<file path="src/rtl/pc_gen_if.sv">
// Fetch handshake between the PC generator and instruction fetch.
//   current_pc  : fetch address presented by the generator
//   fetch_valid : current_pc may be fetched this cycle
//   fetch_ready : fetch accepts current_pc this cycle
// master = pc_gen side, slave = instruction-fetch side.
interface pc_gen_if #(
  parameter int unsigned XLEN = 32
) ();
  logic [XLEN-1:0] current_pc;
  logic            fetch_valid;
  logic            fetch_ready;

  modport master (
    output current_pc,
    output fetch_valid,
    input  fetch_ready
  );

  modport slave (
    input  current_pc,
    input  fetch_valid,
    output fetch_ready
  );
endinterface

</file>
<file path="src/rtl/pc_gen.sv">
// Fetch-address generator for the pipeline front end.
// Holds the fetch PC and offers it through a valid/ready handshake. The next
// PC is chosen by priority: trap vector, ALU redirect, return-address-stack
// prediction, sequential increment, hold. A post-reset hold window keeps
// fetch_valid low for RST_HOLD cycles after reset release.
// Ports:
//   clk, rst        : clock, asynchronous active-high reset
//   stop            : stall; blocks sequential and RAS advance only
//   trap            : next PC = TRAP_VEC, flushes the RAS
//   redirect        : next PC = from_alu
//   call            : push call_ret_addr onto the RAS on advance
//   ret             : predict next PC from the RAS top on advance
//   fetch           : handshake (current_pc, fetch_valid out; fetch_ready in)
//   ras_empty/full  : RAS occupancy flags from the registered count
module pc_gen #(
  parameter int unsigned     XLEN      = 32,
  parameter int unsigned     INC       = 4,
  parameter logic [XLEN-1:0] RESET_PC  = '0,
  parameter logic [XLEN-1:0] TRAP_VEC  = 'h100,
  parameter int unsigned     RAS_DEPTH = 4,
  parameter int unsigned     RST_HOLD  = 1
) (
  input  logic            clk,
  input  logic            rst,
  input  logic            stop,
  input  logic            trap,
  input  logic            redirect,
  input  logic [XLEN-1:0] from_alu,
  input  logic            call,
  input  logic [XLEN-1:0] call_ret_addr,
  input  logic            ret,
  pc_gen_if.master        fetch,
  output logic            ras_empty,
  output logic            ras_full
);

  localparam int unsigned     ALIGN      = $clog2(INC);
  localparam int unsigned     PW         = $clog2(RAS_DEPTH);
  localparam int unsigned     HW         = (RST_HOLD == 0) ? 1 : $clog2(RST_HOLD + 1);
  localparam logic [XLEN-1:0] ALIGN_MASK = ~((XLEN'(1) << ALIGN) - XLEN'(1));
  localparam logic [XLEN-1:0] TRAP_TGT   = TRAP_VEC & ALIGN_MASK;
  localparam logic [XLEN-1:0] STEP       = XLEN'(INC);
  localparam logic [PW:0]     CNT_FULL   = (PW + 1)'(RAS_DEPTH);

  logic [XLEN-1:0] pc_q;
  logic            valid_q;
  logic [HW-1:0]   hold_cnt;
  logic [XLEN-1:0] ras_mem [RAS_DEPTH];
  logic [PW-1:0]   tp;
  logic [PW:0]     cnt;

  logic            adv;
  logic            ras_ok;
  logic            push;
  logic            pop;
  logic            ras_has;
  logic [XLEN-1:0] ras_top;
  logic [XLEN-1:0] ret_aligned;

  assign fetch.current_pc  = pc_q;
  assign fetch.fetch_valid = valid_q;

  // valid_q is only set once the hold window has expired, so adv is
  // implicitly suppressed during hold.
  assign adv         = valid_q & fetch.fetch_ready & ~stop;
  // A trap or redirect in the same cycle cancels any RAS activity.
  assign ras_ok      = adv & ~trap & ~redirect;
  assign push        = ras_ok & call;
  assign pop         = ras_ok & ret;
  assign ras_has     = (cnt != '0);
  assign ras_top     = ras_mem[tp];
  assign ret_aligned = call_ret_addr & ALIGN_MASK;

  assign ras_empty   = (cnt == '0);
  assign ras_full    = (cnt == CNT_FULL);

  // PC, handshake valid, hold counter and RAS pointers.
  always_ff @(posedge clk or posedge rst) begin
    if (rst) begin
      pc_q     <= RESET_PC;
      valid_q  <= (RST_HOLD == 0);
      hold_cnt <= HW'(RST_HOLD);
      tp       <= '0;
      cnt      <= '0;
    end else if (hold_cnt != '0) begin
      // Hold window: PC pinned, all control inputs ignored.
      pc_q     <= RESET_PC;
      hold_cnt <= hold_cnt - HW'(1);
      valid_q  <= (hold_cnt == HW'(1));
    end else begin
      valid_q <= 1'b1;

      if (trap) begin
        pc_q <= TRAP_TGT;
        cnt  <= '0;
      end else if (redirect) begin
        pc_q <= from_alu & ALIGN_MASK;
      end else if (adv) begin
        if (ret && ras_has) begin
          pc_q <= ras_top;
        end else begin
          pc_q <= pc_q + STEP;
        end
      end

      if (push && pop) begin
        // Call and return together: top replaced in place, pointers kept.
        tp  <= tp;
        cnt <= cnt;
      end else if (push) begin
        tp <= tp + PW'(1);
        // Saturating count: once full, the push overwrites the oldest slot.
        if (cnt != CNT_FULL) begin
          cnt <= cnt + (PW + 1)'(1);
        end
      end else if (pop && ras_has) begin
        tp  <= tp - PW'(1);
        cnt <= cnt - (PW + 1)'(1);
      end
    end
  end

  // RAS storage; contents need no reset because cnt gates every read.
  always_ff @(posedge clk) begin
    if (push && pop) begin
      ras_mem[tp] <= ret_aligned;
    end else if (push) begin
      ras_mem[tp + PW'(1)] <= ret_aligned;
    end
  end

endmodule
</file>
<file path="src/flat_wrapper.sv">
// flat-port wrapper written by rule: the top's interface ports become plain ports
module pc_gen_flat 
#(
  parameter int unsigned     XLEN      = 32,
  parameter int unsigned     INC       = 4,
  parameter logic [XLEN-1:0] RESET_PC  = '0,
  parameter logic [XLEN-1:0] TRAP_VEC  = 'h100,
  parameter int unsigned     RAS_DEPTH = 4,
  parameter int unsigned     RST_HOLD  = 1
)
  (clk, rst, stop, trap, redirect, from_alu, call, call_ret_addr, ret, ras_empty, ras_full, fetch_current_pc, fetch_fetch_valid, fetch_fetch_ready);
  pc_gen_if #(.XLEN(XLEN)) fetch_i ();
  input  logic clk;
  input  logic rst;
  input  logic stop;
  input  logic trap;
  input  logic redirect;
  input  logic [XLEN-1:0] from_alu;
  input  logic call;
  input  logic [XLEN-1:0] call_ret_addr;
  input  logic ret;
  output logic ras_empty;
  output logic ras_full;
  output wire logic [$bits(fetch_i.current_pc)-1:0] fetch_current_pc;
  output wire logic [$bits(fetch_i.fetch_valid)-1:0] fetch_fetch_valid;
  input wire logic [$bits(fetch_i.fetch_ready)-1:0] fetch_fetch_ready;
  assign fetch_current_pc = fetch_i.current_pc;
  assign fetch_fetch_valid = fetch_i.fetch_valid;
  assign fetch_i.fetch_ready = fetch_fetch_ready;
  pc_gen #(.XLEN(XLEN), .INC(INC), .RESET_PC(RESET_PC), .TRAP_VEC(TRAP_VEC), .RAS_DEPTH(RAS_DEPTH), .RST_HOLD(RST_HOLD)) u_core (.clk(clk), .rst(rst), .stop(stop), .trap(trap), .redirect(redirect), .from_alu(from_alu), .call(call), .call_ret_addr(call_ret_addr), .ret(ret), .fetch(fetch_i), .ras_empty(ras_empty), .ras_full(ras_full));
endmodule
</file>
<file path="config.mk">
export PLATFORM = sky130hd
export DESIGN_NAME = pc_gen_flat
export DESIGN_NICKNAME = d
export VERILOG_FILES = /design/src/rtl/pc_gen_if.sv /design/src/rtl/pc_gen.sv /design/src/flat_wrapper.sv
export SDC_FILE = /design/constraint.sdc
export NUM_CORES = 1
export LEC_CHECK = 0
export CAP_MARGIN = 20
export CORE_ASPECT_RATIO = 1.4
export CORE_MARGIN = 2
export CORE_UTILIZATION = 54
export DETAILED_ROUTE_END_ITERATION = 12
export PLACE_DENSITY = 0.91
export SYNTH_ARGS = -nofsm -noshare
export SYNTH_HDL_FRONTEND = slang
export SYNTH_SLANG_ARGS = --single-unit
</file>
<file path="constraint.sdc">
create_clock -name clk -period 6.2 [get_ports clk]
set_input_delay 0.93 -clock clk [delete_from_list [all_inputs] [get_ports clk]]
set_output_delay 0.93 -clock clk [all_outputs]
set_load 0.01 [all_outputs]
</file>
==> impl_metrics.yaml <==
detailed_routing:
  vias_per_cell: 6.480
  drt-initial-drc-count: 523
  firstDrtPassIters: 5
  routed_wl_um: 17070
  route.detailed.drc: 0
  wire_per_inst_um: 22.98
  drtAntennaViolNets: 0
  vias: 4815
timing:
  slew_viol_final: 0
  slew_headroom: 0.2591
  hold_viol_final: 0
  fmaxAchievable_mhz: 269.0
  finalSetupViolations: 0
  fin_crit_ns: 3.718
  skew_ns: 0.009909
  worstMarginPinSlew_ns: 1.108
  rsz0062_at_grt: "false"
  fin_crit_sh: 0.5996
  setup_tns_ns: 0
synthesis:
  synth_top_area_frac: 0.5122
  ys_top_cells_by_count: "edfxtp_1, dfrtp_1, mux4_2"
  synth_cell_types: 60
  synth_area_leader_cell: "edfxtp_1"
  syn_area_per_cell_um2: 14.84
  yosysSeqAreaShare: 0.6440
  synth_compound_area_frac: 0.09301
  synthTopCellsByArea: "edfxtp_1, dfrtp_1, mux4_2"
  ys_ff_latch: 157
  synth_mux_area_frac: 0.1033
  post-synth-top-count-cell: "edfxtp_1"
  synth-simple-area-share: 0.09799
  synth_ff_type: "edfxtp_1"
  synthAdderAreaFrac: 0.007114
  synth_cells: 474
  async_flop_share: 0.2357
  synth-edff-count: 120
  synthXorXnorAreaFrac: 0.02739
  netlist_area_mm2: 0.007035
  yosysWarnings: 0
  synth_top_family_by_area: "multiplexers"
job:
  drv_cap: 0
worst_setup_path:
  worstReg2RegEnd: "u_core.fetch.current_pc[12]"
  crit_buf_inv: 1
  worst-path-stages: 6
  r2r_cells: 8
  crit_path_end: "u_core.fetch.current_pc[31]"
  path_max_fanout: 30
  crit_start: "redirect"
  slowest_delay_ns: 0.99
  setup.worst_path.start_class: "primary input"
  critical_path_class: "primary input to flop"
  arrival_ns: 4.04
  cpMaxStageDelayCell: "clkdlybuf4s50_1"
  end_kind: "flop"
  r2r_start: "u_core.cnt[1]"
  crit_required_ns: 6.52
  ff2ff_setup_slack_ns: 3.56
  critical_path.cell_chain: "clkdlybuf4s50_1 > nor3_1 > nand2_1 > nor2_1 > a222oi_1 > o21ai_1"
  cp_top_family: "simple AND/OR/NAND/NOR gates"
layout:
  nNetsFinal: 653
  drive_above_1_share: 0.1542
  fill_cells: 811
  area_growth_pct: 25.56
  n_antenna_cell: 0
power_and_ir_drop:
  comb_power_share: 0.168
  p_leak_nw: 2.977
  intPower_mw: 2.067
  clockPowerShare: 0.402
  ir_drop_v: 0.0002844
  switching_share: 0.2413
  power.total_mw: 2.725
  p_switching_uw: 657.4
  power_density_mw_per_mm2: 308.5
  p_seq_frac: 0.430
placed_design:
  gp_congestion: 0.8821
  portBuffers: 100
  hpwl_um: 10810
floorplanning:
  io_pins: 107
  coreArea_mm2: 0.01281
  dieArea_mm2: 0.01397
  start_util: 0.5491
  die_y_um: 139.1
  fp-row-count: 49
  die-width_um: 100.5
global_routing:
  grt_max_degree: 38
  grtUsageMet3: 0.05242
  antenna_found_initial: 0
  overflow: 0
  grt_usage: 0.2521
  use_met2: 0.4115
  grt_pass1_wl_um: 26570
  use_met1: 0.3303
  grt_pass1_vias: 4873
  grt-busiest-layer: "met2"
clocking:
  postCtsHoldBufs: 0
  clkTransAtPathRegs_ns: 0.07
  cts.path.max_buffers: 2
  worstSkewPairLatency_ns: 0.42
  ctsResizeCount: 0
  cts.sinks: 157
  cts_root_buffer: "clkbuf_16"
  htree_num_levels: 4
  cts_tree: "yes"
  cts_buffers: 17
  post-cts-setup-buffers: 0
hold_path:
  hold_path.class: "flop to flop"
status:
  status: "complete, no violations"
[per-stage QoR]
step	area, um^2	cells	hold WS (ns)	setup WS [ns]	util
after detailed placement	8213	711	0.5299	2.253	0.6410
after global placement	8185	710	0.5146	2.289	0.6388
after global routing	8833	743	0.5751	2.366	0.6894
after floorplan	7043	476	0.4929	0.9024	-
after CTS	8833	743	0.5421	2.647	0.6894
final	8833	743	0.5366	2.482	0.6894
[kinds of logic after synthesis]
group	count (synthesis)
muxes	35
adders and majority gates	4
and+or+nand+nor	120
buffers and inverters	40
other	2
xor gates and xnor gates	22
DFF	157
AOI/OAI and AO/OA	94
[layer usage]
metal | part of all wire | routed length [um]
met3 | 0.069 | 1174
met5 | 0 | 0
met4 | 0.032 | 554
met1 | 0.39 | 6624
met2 | 0.51 | 8720
[registers in the layout, summed over array words and instances (netlist names)]
name	cells
u_core.ras_mem	120
u_core.fetch.current_pc	30
u_core.cnt	3
u_core.tp	2
u_core.fetch.fetch_valid	1
u_core.hold_cnt	1
[area by class of cell]
type	count	area [um^2]	share of cell area
multi-input cells	279	2349	0.2659
repair buffers	110	1096	0.1241
clock inverters	13	187.7	0.02125
clock buffers	19	432.9	0.04901
inverters	12	45.04	0.005099
well taps	153	191.4	0.02167
flip-flops and latches	157	4532	0.5130
[worst min path at each step]
stage               cells past startpoint            end  slack [ns]     startpoint
finish                                  1  u_core.cnt[2]        0.54  u_core.cnt[2]
global route                            1  u_core.cnt[2]        0.58  u_core.cnt[2]
CTS                                     1  u_core.cnt[2]        0.54  u_core.cnt[2]
detailed placement                      1  u_core.cnt[2]        0.53  u_core.cnt[2]
global placement                        1  u_core.cnt[2]        0.51  u_core.cnt[2]
floorplan                               1  u_core.cnt[2]        0.49  u_core.cnt[2]
[power by group through the flow]
stage	logic, mW	clock network [mW]	registers, mW
floorplan	0.313	0	1.19
global placement	0.439	0	1.19
detailed placement	0.453	0	1.19
CTS	0.461	1.10	1.17
global route	0.490	1.14	1.17
finish	0.459	1.09	1.17
[cell usage in the layout, fill, tap and decap left out, types with 7 or more instances in the layout]
master	count
dfrtp_1	35
nand4_1	8
nand2_1	28
nor3_1	10
nand3_1	7
clkbuf_16	17
a222oi_1	13
a21oi_1	12
mux4_2	30
nor2_1	20
xnor2_1	14
xor2_1	8
edfxtp_1	120
clkdlybuf4s50_1	100
o21ai_0	27
buf_4	9
inv_1	10
No activity file was read; power rests on OpenSTA's default activity.
